### src/rtl/enemy_shot.sv
// Bullet generator for a single enemy ship. It waits fire_delay_p frames, spawns a
// bullet under the ship, moves it down once per frame, and reports player hits.
module enemy_shot #(
   parameter logic [15:0] fire_delay_p = 16'd60,
   parameter logic [9:0]  speed_p      = 10'd4,
   parameter logic [9:0]  bullet_w_p   = 10'd2,
   parameter logic [9:0]  bullet_h_p   = 10'd8,
   parameter logic [9:0]  screen_bot_p = 10'd479,
   parameter logic [11:0] color_p      = 12'hF00
) (
   input  logic       clk_i,
   input  logic       reset_ni,
   input  logic       frame_i,
   input  logic       start_i,
   input  logic       enemy_dead_i,
   input  logic [9:0] enemy_left_i,
   input  logic [9:0] enemy_right_i,
   input  logic [9:0] enemy_bot_i,
   input  logic [9:0] player_left_i,
   input  logic [9:0] player_right_i,
   input  logic [9:0] player_top_i,
   input  logic [9:0] player_bot_i,
   output logic       active_o,
   output logic [9:0] left_o,
   output logic [9:0] right_o,
   output logic [9:0] top_o,
   output logic [9:0] bot_o,
   output logic       player_hit_o,
   output logic [3:0] shot_red_o,
   output logic [3:0] shot_green_o,
   output logic [3:0] shot_blue_o
);

   typedef enum logic [2:0] {
      IDLE     = 3'b001,
      COOLDOWN = 3'b010,
      FLYING   = 3'b100
   } state_e;

   // A zero delay behaves like a delay of one frame.
   localparam logic [15:0] term_c = (fire_delay_p == 16'd0) ? 16'd0 : fire_delay_p - 16'd1;

   state_e      state_q, state_d;
   logic [15:0] cnt_q, cnt_d;
   logic [9:0]  left_q, left_d;
   logic [9:0]  top_q, top_d;
   logic        hit_q, hit_d;

   logic [10:0] ship_sum;
   logic [9:0]  spawn_left;
   logic [9:0]  right_w;
   logic [9:0]  bot_w;
   logic [10:0] next_bot;
   logic        overlap;
   logic        off_screen;

   assign ship_sum   = {1'b0, enemy_left_i} + {1'b0, enemy_right_i};
   assign spawn_left = ship_sum[10:1] - (bullet_w_p >> 1);
   assign right_w    = left_q + bullet_w_p - 10'd1;
   assign bot_w      = top_q + bullet_h_p - 10'd1;

   // Bottom edge after a prospective move, kept in 11 bits so it cannot wrap.
   assign next_bot   = {1'b0, top_q} + {1'b0, speed_p} + {1'b0, bullet_h_p} - 11'd1;
   assign off_screen = next_bot > {1'b0, screen_bot_p};

   assign overlap = (left_q <= player_right_i) && (right_w >= player_left_i) &&
                    (top_q <= player_bot_i) && (bot_w >= player_top_i);

   always_comb begin
      state_d = state_q;
      cnt_d   = cnt_q;
      left_d  = left_q;
      top_d   = top_q;
      hit_d   = 1'b0;
      unique case (state_q)
         IDLE: begin
            if (start_i && !enemy_dead_i) begin
               state_d = COOLDOWN;
               cnt_d   = 16'd0;
            end
         end
         COOLDOWN: begin
            if (enemy_dead_i) begin
               state_d = IDLE;
            end else if (frame_i) begin
               if (cnt_q == term_c) begin
                  state_d = FLYING;
                  cnt_d   = 16'd0;
                  left_d  = spawn_left;
                  top_d   = enemy_bot_i + 10'd1;
               end else begin
                  cnt_d = cnt_q + 16'd1;
               end
            end
         end
         FLYING: begin
            if (frame_i) begin
               if (overlap || off_screen) begin
                  hit_d   = overlap;
                  cnt_d   = 16'd0;
                  state_d = enemy_dead_i ? IDLE : COOLDOWN;
               end else begin
                  top_d = top_q + speed_p;
               end
            end
         end
         default: state_d = IDLE;
      endcase
   end

   always_ff @(posedge clk_i or negedge reset_ni) begin
      if (!reset_ni) begin
         state_q <= IDLE;
         cnt_q   <= 16'd0;
         left_q  <= 10'd0;
         top_q   <= 10'd0;
         hit_q   <= 1'b0;
      end else begin
         state_q <= state_d;
         cnt_q   <= cnt_d;
         left_q  <= left_d;
         top_q   <= top_d;
         hit_q   <= hit_d;
      end
   end

   assign active_o     = (state_q == FLYING);
   assign left_o       = left_q;
   assign top_o        = top_q;
   assign right_o      = right_w;
   assign bot_o        = bot_w;
   assign player_hit_o = hit_q;
   assign shot_red_o   = color_p[11:8];
   assign shot_green_o = color_p[7:4];
   assign shot_blue_o  = color_p[3:0];

endmodule

### config.mk
export PLATFORM = sky130hd
export DESIGN_NAME = enemy_shot
export DESIGN_NICKNAME = d
export VERILOG_FILES = /design/src/rtl/enemy_shot.sv
export SDC_FILE = /design/constraint.sdc
export NUM_CORES = 1
export LEC_CHECK = 0
export ABC_CLOCK_PERIOD_IN_PS = 3800
export CAP_MARGIN = 20
export CORE_MARGIN = 4
export CORE_UTILIZATION = 48
export DETAILED_ROUTE_END_ITERATION = 16
export PLACE_DENSITY = 0.86
export SKIP_LAST_GASP = 1
export SLEW_MARGIN = 0
export SYNTH_ARGS = -nofsm -noshare
export SYNTH_HDL_FRONTEND = slang
export SYNTH_SLANG_ARGS = --single-unit
### constraint.sdc
create_clock -name clk_i -period 3.8 [get_ports clk_i]
set_input_delay 0.76 -clock clk_i [delete_from_list [all_inputs] [get_ports clk_i]]
set_output_delay 0.76 -clock clk_i [all_outputs]
set_load 0.05 [all_outputs]
==> results.py <==
metrics = {
    "status": {
        "outcome": "complete, no violations",
    },
    "setup_path": {
        "required_ps": 3970,
        "slowest_stage": "dfrtp_2",
        "critPathKind": "flip-flop to flip-flop",
        "crit_fanout": 17,
        "cp-end-kind": "flip-flop",
        "slowest_delay_ps": 480,
        "start_kind": "flip-flop",
        "crit_chain": "clkinvlp_4 -> ha_1 -> inv_1 -> a21oi_2 -> nor2b_2 -> xnor2_4 -> ha_1 -> o21a_1 -> o21a_1 -> o22a_1 -> nand4_1 -> nor4_2 -> buf_4 -> nor2_2 -> buf_12 -> o31ai_1 -> o31ai_1",
        "r2r_cells": 17,
        "reg2reg_slack_ps": 340,
        "arrival_ps": 3630,
    },
    "synthesis": {
        "synthArstFlopShare_pct": 100,
        "synthCells": 551,
        "synth.most_common_cell": "ha_1",
        "synth.distinct_cells": 62,
        "synth.top_cell.area_share_pct": 22.0,
        "synth_warnings": 0,
        "ys.flop_type": "dfrtp_1",
        "synth-seq-area-share_pct": 22.6,
        "synth.largest_area_cell": "dfrtp_1",
        "synth_area_leaders": "dfrtp_1 (22%), ha_1 (16%), xnor2_1 (6.3%), inv_1 (4.6%), o31ai_1 (3.9%)",
        "syn_area_sq_um": 4430,
        "synth-edff-count": 0,
        "yosys_register_bits": 40,
        "syn_avg_cell_area_sq_um": 8.04,
        "synthTopCellsByCount": "ha_1 (58), inv_1 (54), dfrtp_1 (39), nor2_1 (39), nand2_1 (38)",
    },
    "sta": {
        "worst_slack_ps": 342,
        "fin_skew_ps": 4.04,
        "setup_viol": 0,
        "fmax_mhz": 289,
        "report.final.slew_viol_count": 0,
        "max_slew.worst_pin.slew_ps": 924,
        "fin_crit_sh_pct": 91.0,
        "slew_headroom_pct": 38.4,
        "hold_viol_final": 0,
        "fin_crit_ps": 3460,
        "setup_tns_ps": 0,
        "rsz0062_at_grt": "false",
    },
    "final_layout": {
        "final_cells": 774,
        "final_layout_size_suffix_gt1_share_pct": 7.96,
        "antenna_cells": 0,
        "multiInputGateArea_sq_um": 3190,
        "finalNetCount": 799,
        "fillers": 731,
        "regArea_sq_um": 1010,
        "syn_to_final_growth_pct": 33.0,
    },
    "floorplanning": {
        "core_sq_um": 8850,
        "start_util_pct": 50.0,
        "die_w_um": 104,
        "die_h_um": 104,
        "ios": 129,
        "num_rows": 34,
        "die_area_sq_um": 10800,
    },
    "detailed_routing": {
        "m1WireLength_um": 5140,
        "top_layer": "met4",
        "drt-pass1-iter-count": 5,
        "wl_met2_um": 6120,
        "wl_met3_um": 914,
        "antenna_left": 0,
        "drtIter0Drc": 267,
        "vias": 4478,
        "drc_errors": 0,
        "viasPerCell": 5.79,
        "post_drt_wl_per_cell_um": 16.0,
        "routed_wl_um": 12400,
    },
    "power_and_ir_drop": {
        "power.leakage_nw": 2.67,
        "ir_drop_v": 0.000236,
        "combPwrFrac_pct": 40.3,
        "clock_power_share_pct": 26.3,
        "seqPwrFrac_pct": 33.4,
        "switching_share_pct": 35.7,
        "p_int_w": 0.000863,
        "powerDensity_nw_per_um2": 228,
        "p_sw_w": 0.000478,
    },
    "grt": {
        "grt_max_degree": 41,
        "grt_pass1_wl_um": 21200,
        "antenna_found_initial": 0,
        "grt_use_total_pct": 23.0,
        "overflow": 0,
        "grt_pass1_vias": 4486,
    },
    "clock_tree": {
        "cts.path.max_buffers": 2,
        "path_clk_slew_ps": 80,
        "cts.sinks": 40,
        "cts_tree": "built",
        "cts_made_buffers": 5,
        "cts_setup_buffers": 0,
        "cts-root-buf": "clkbuf_8",
        "clk-insertion-delay-late_ps": 300,
        "ctsHtreeMaxLevel": 2,
    },
    "placement": {
        "dp.cells": 766,
        "port_buffers": 116,
        "finalWeightedCongestion": 0.930,
        "pre_cts_ws_ps": 245,
        "dpl.hpwl_um": 10000,
    },
    "min_path": {
        "worst_hold_path.num_cells": 1,
        "min_path_type": "flip-flop to flip-flop",
    },
    "job": {
        "max_cap_viol_count": 0,
    },
}
==> flip-flops by register name, indices dropped and copies added, names as in the netlist <==
register,count
player_hit_o,1
cnt_q,16
top_o,10
left_o,10
state_q,3
==> worst paths after layout <==
kind | startpoint | end
min in group asynchronous | reset_ni | left_o[7]
setup / recovery | top_o[0] | cnt_q[12]
setup reg to reg | top_o[0] | cnt_q[12]
hold / removal | cnt_q[15] | cnt_q[15]
hold reg to reg | cnt_q[15] | cnt_q[15]
max in group asynchronous | reset_ni | top_o[4]
==> repair_timing <==
item                                    CTS  global route
endpoints found under the setup margin    0             6
resized for setup                         0             4
hold buffers                              0             0
endpoints found under the hold margin     0             0
==> through the flow <==
stage	total power [W]	cell area (sq um)	utilization (%)	hold slack (ps)
floorplan	0.000803	4560	-	445
global placement	0.000975	5760	65.1	473
detailed placement	0.000990	5760	65.1	475
CTS	0.00134	5880	66.4	491
global route	0.00141	5890	66.5	523
finish	0.00134	5890	66.5	494
==> power groups by stage <==
| stage | clock network [W] | logic [W] | registers [W] |
|---|---|---|---|
| 4_1_cts | 0.000353 | 0.000536 | 0.000448 |
| 3_5_place_dp | 0 | 0.000534 | 0.000456 |
| 5_1_grt | 0.000376 | 0.000589 | 0.000450 |
| 2_1_floorplan | 0 | 0.000322 | 0.000481 |
| 3_3_place_gp | 0 | 0.000519 | 0.000456 |
| 6_report | 0.000353 | 0.000540 | 0.000448 |
==> kinds of logic (layout without fill, tap and decap cells) <==
| kind of cell | count (synthesis) | in the layout | synth area share [%] |
|---|---|---|---|
| simple gates | 186 | 186 | 22.0 |
| compound gates | 139 | 139 | 21.4 |
| buf+inv | 83 | 188 | 8.53 |
| fa+ha+maj | 59 | 59 | 16.8 |
| flops | 40 | 40 | 22.6 |
| xor+xnor | 39 | 39 | 7.71 |
| mux | 3 | 3 | 0.706 |
| other cells | 2 | 12 | 0.170 |
==> area by class of cell <==
cell class / instances / area share (%)
sequential: 40 / 17.1
tap: 108 / 2.29
timing repair buffer: 125 / 21.0
inverter: 55 / 3.57
clock inverter: 3 / 0.722
clock buffer: 5 / 1.17
multi-input combinational: 438 / 54.1
==> metal layers <==
| layer | global-route usage [%] | vias to the layer above |
|---|---|---|
| met3 | 4.35 | 26 |
| met1 | 28.6 | 2077 |
| met5 | 0 | - |
| met4 | 7.50 | 0 |
| li1 | - | 2173 |
| met2 | 39.9 | 202 |
==> cell usage in the layout, fill, tap and decap left out, types with 8 or more instances in the layout <==
cell             count
clkdlybuf4s50_1    115
ha_1                58
inv_1               53
nor2_1              39
nand2_1             38
dfrtp_1             34
o21ai_0             30
xnor2_1             25
nand3_1             25
o31ai_1             23
a21oi_1             15
nor3_1              14
o21ai_1             12
conb_1              12
nand2b_1            11
and3_1              11
a211oi_1            11
and2_1               9
a31oi_1              8
nand4_1              8
buf_4                8
==> worst max-delay path, delay by kind of cell (launching register included) <==
kind	cells	cell delay, ps
buffers and inverters	4	620
DFF	1	480
and+or+nand+nor	4	730
AOI/OAI and AO/OA	6	860
adders and majority gates	2	550
xor gates and xnor gates	1	90
No activity file was read; power rests on OpenSTA's default activity.
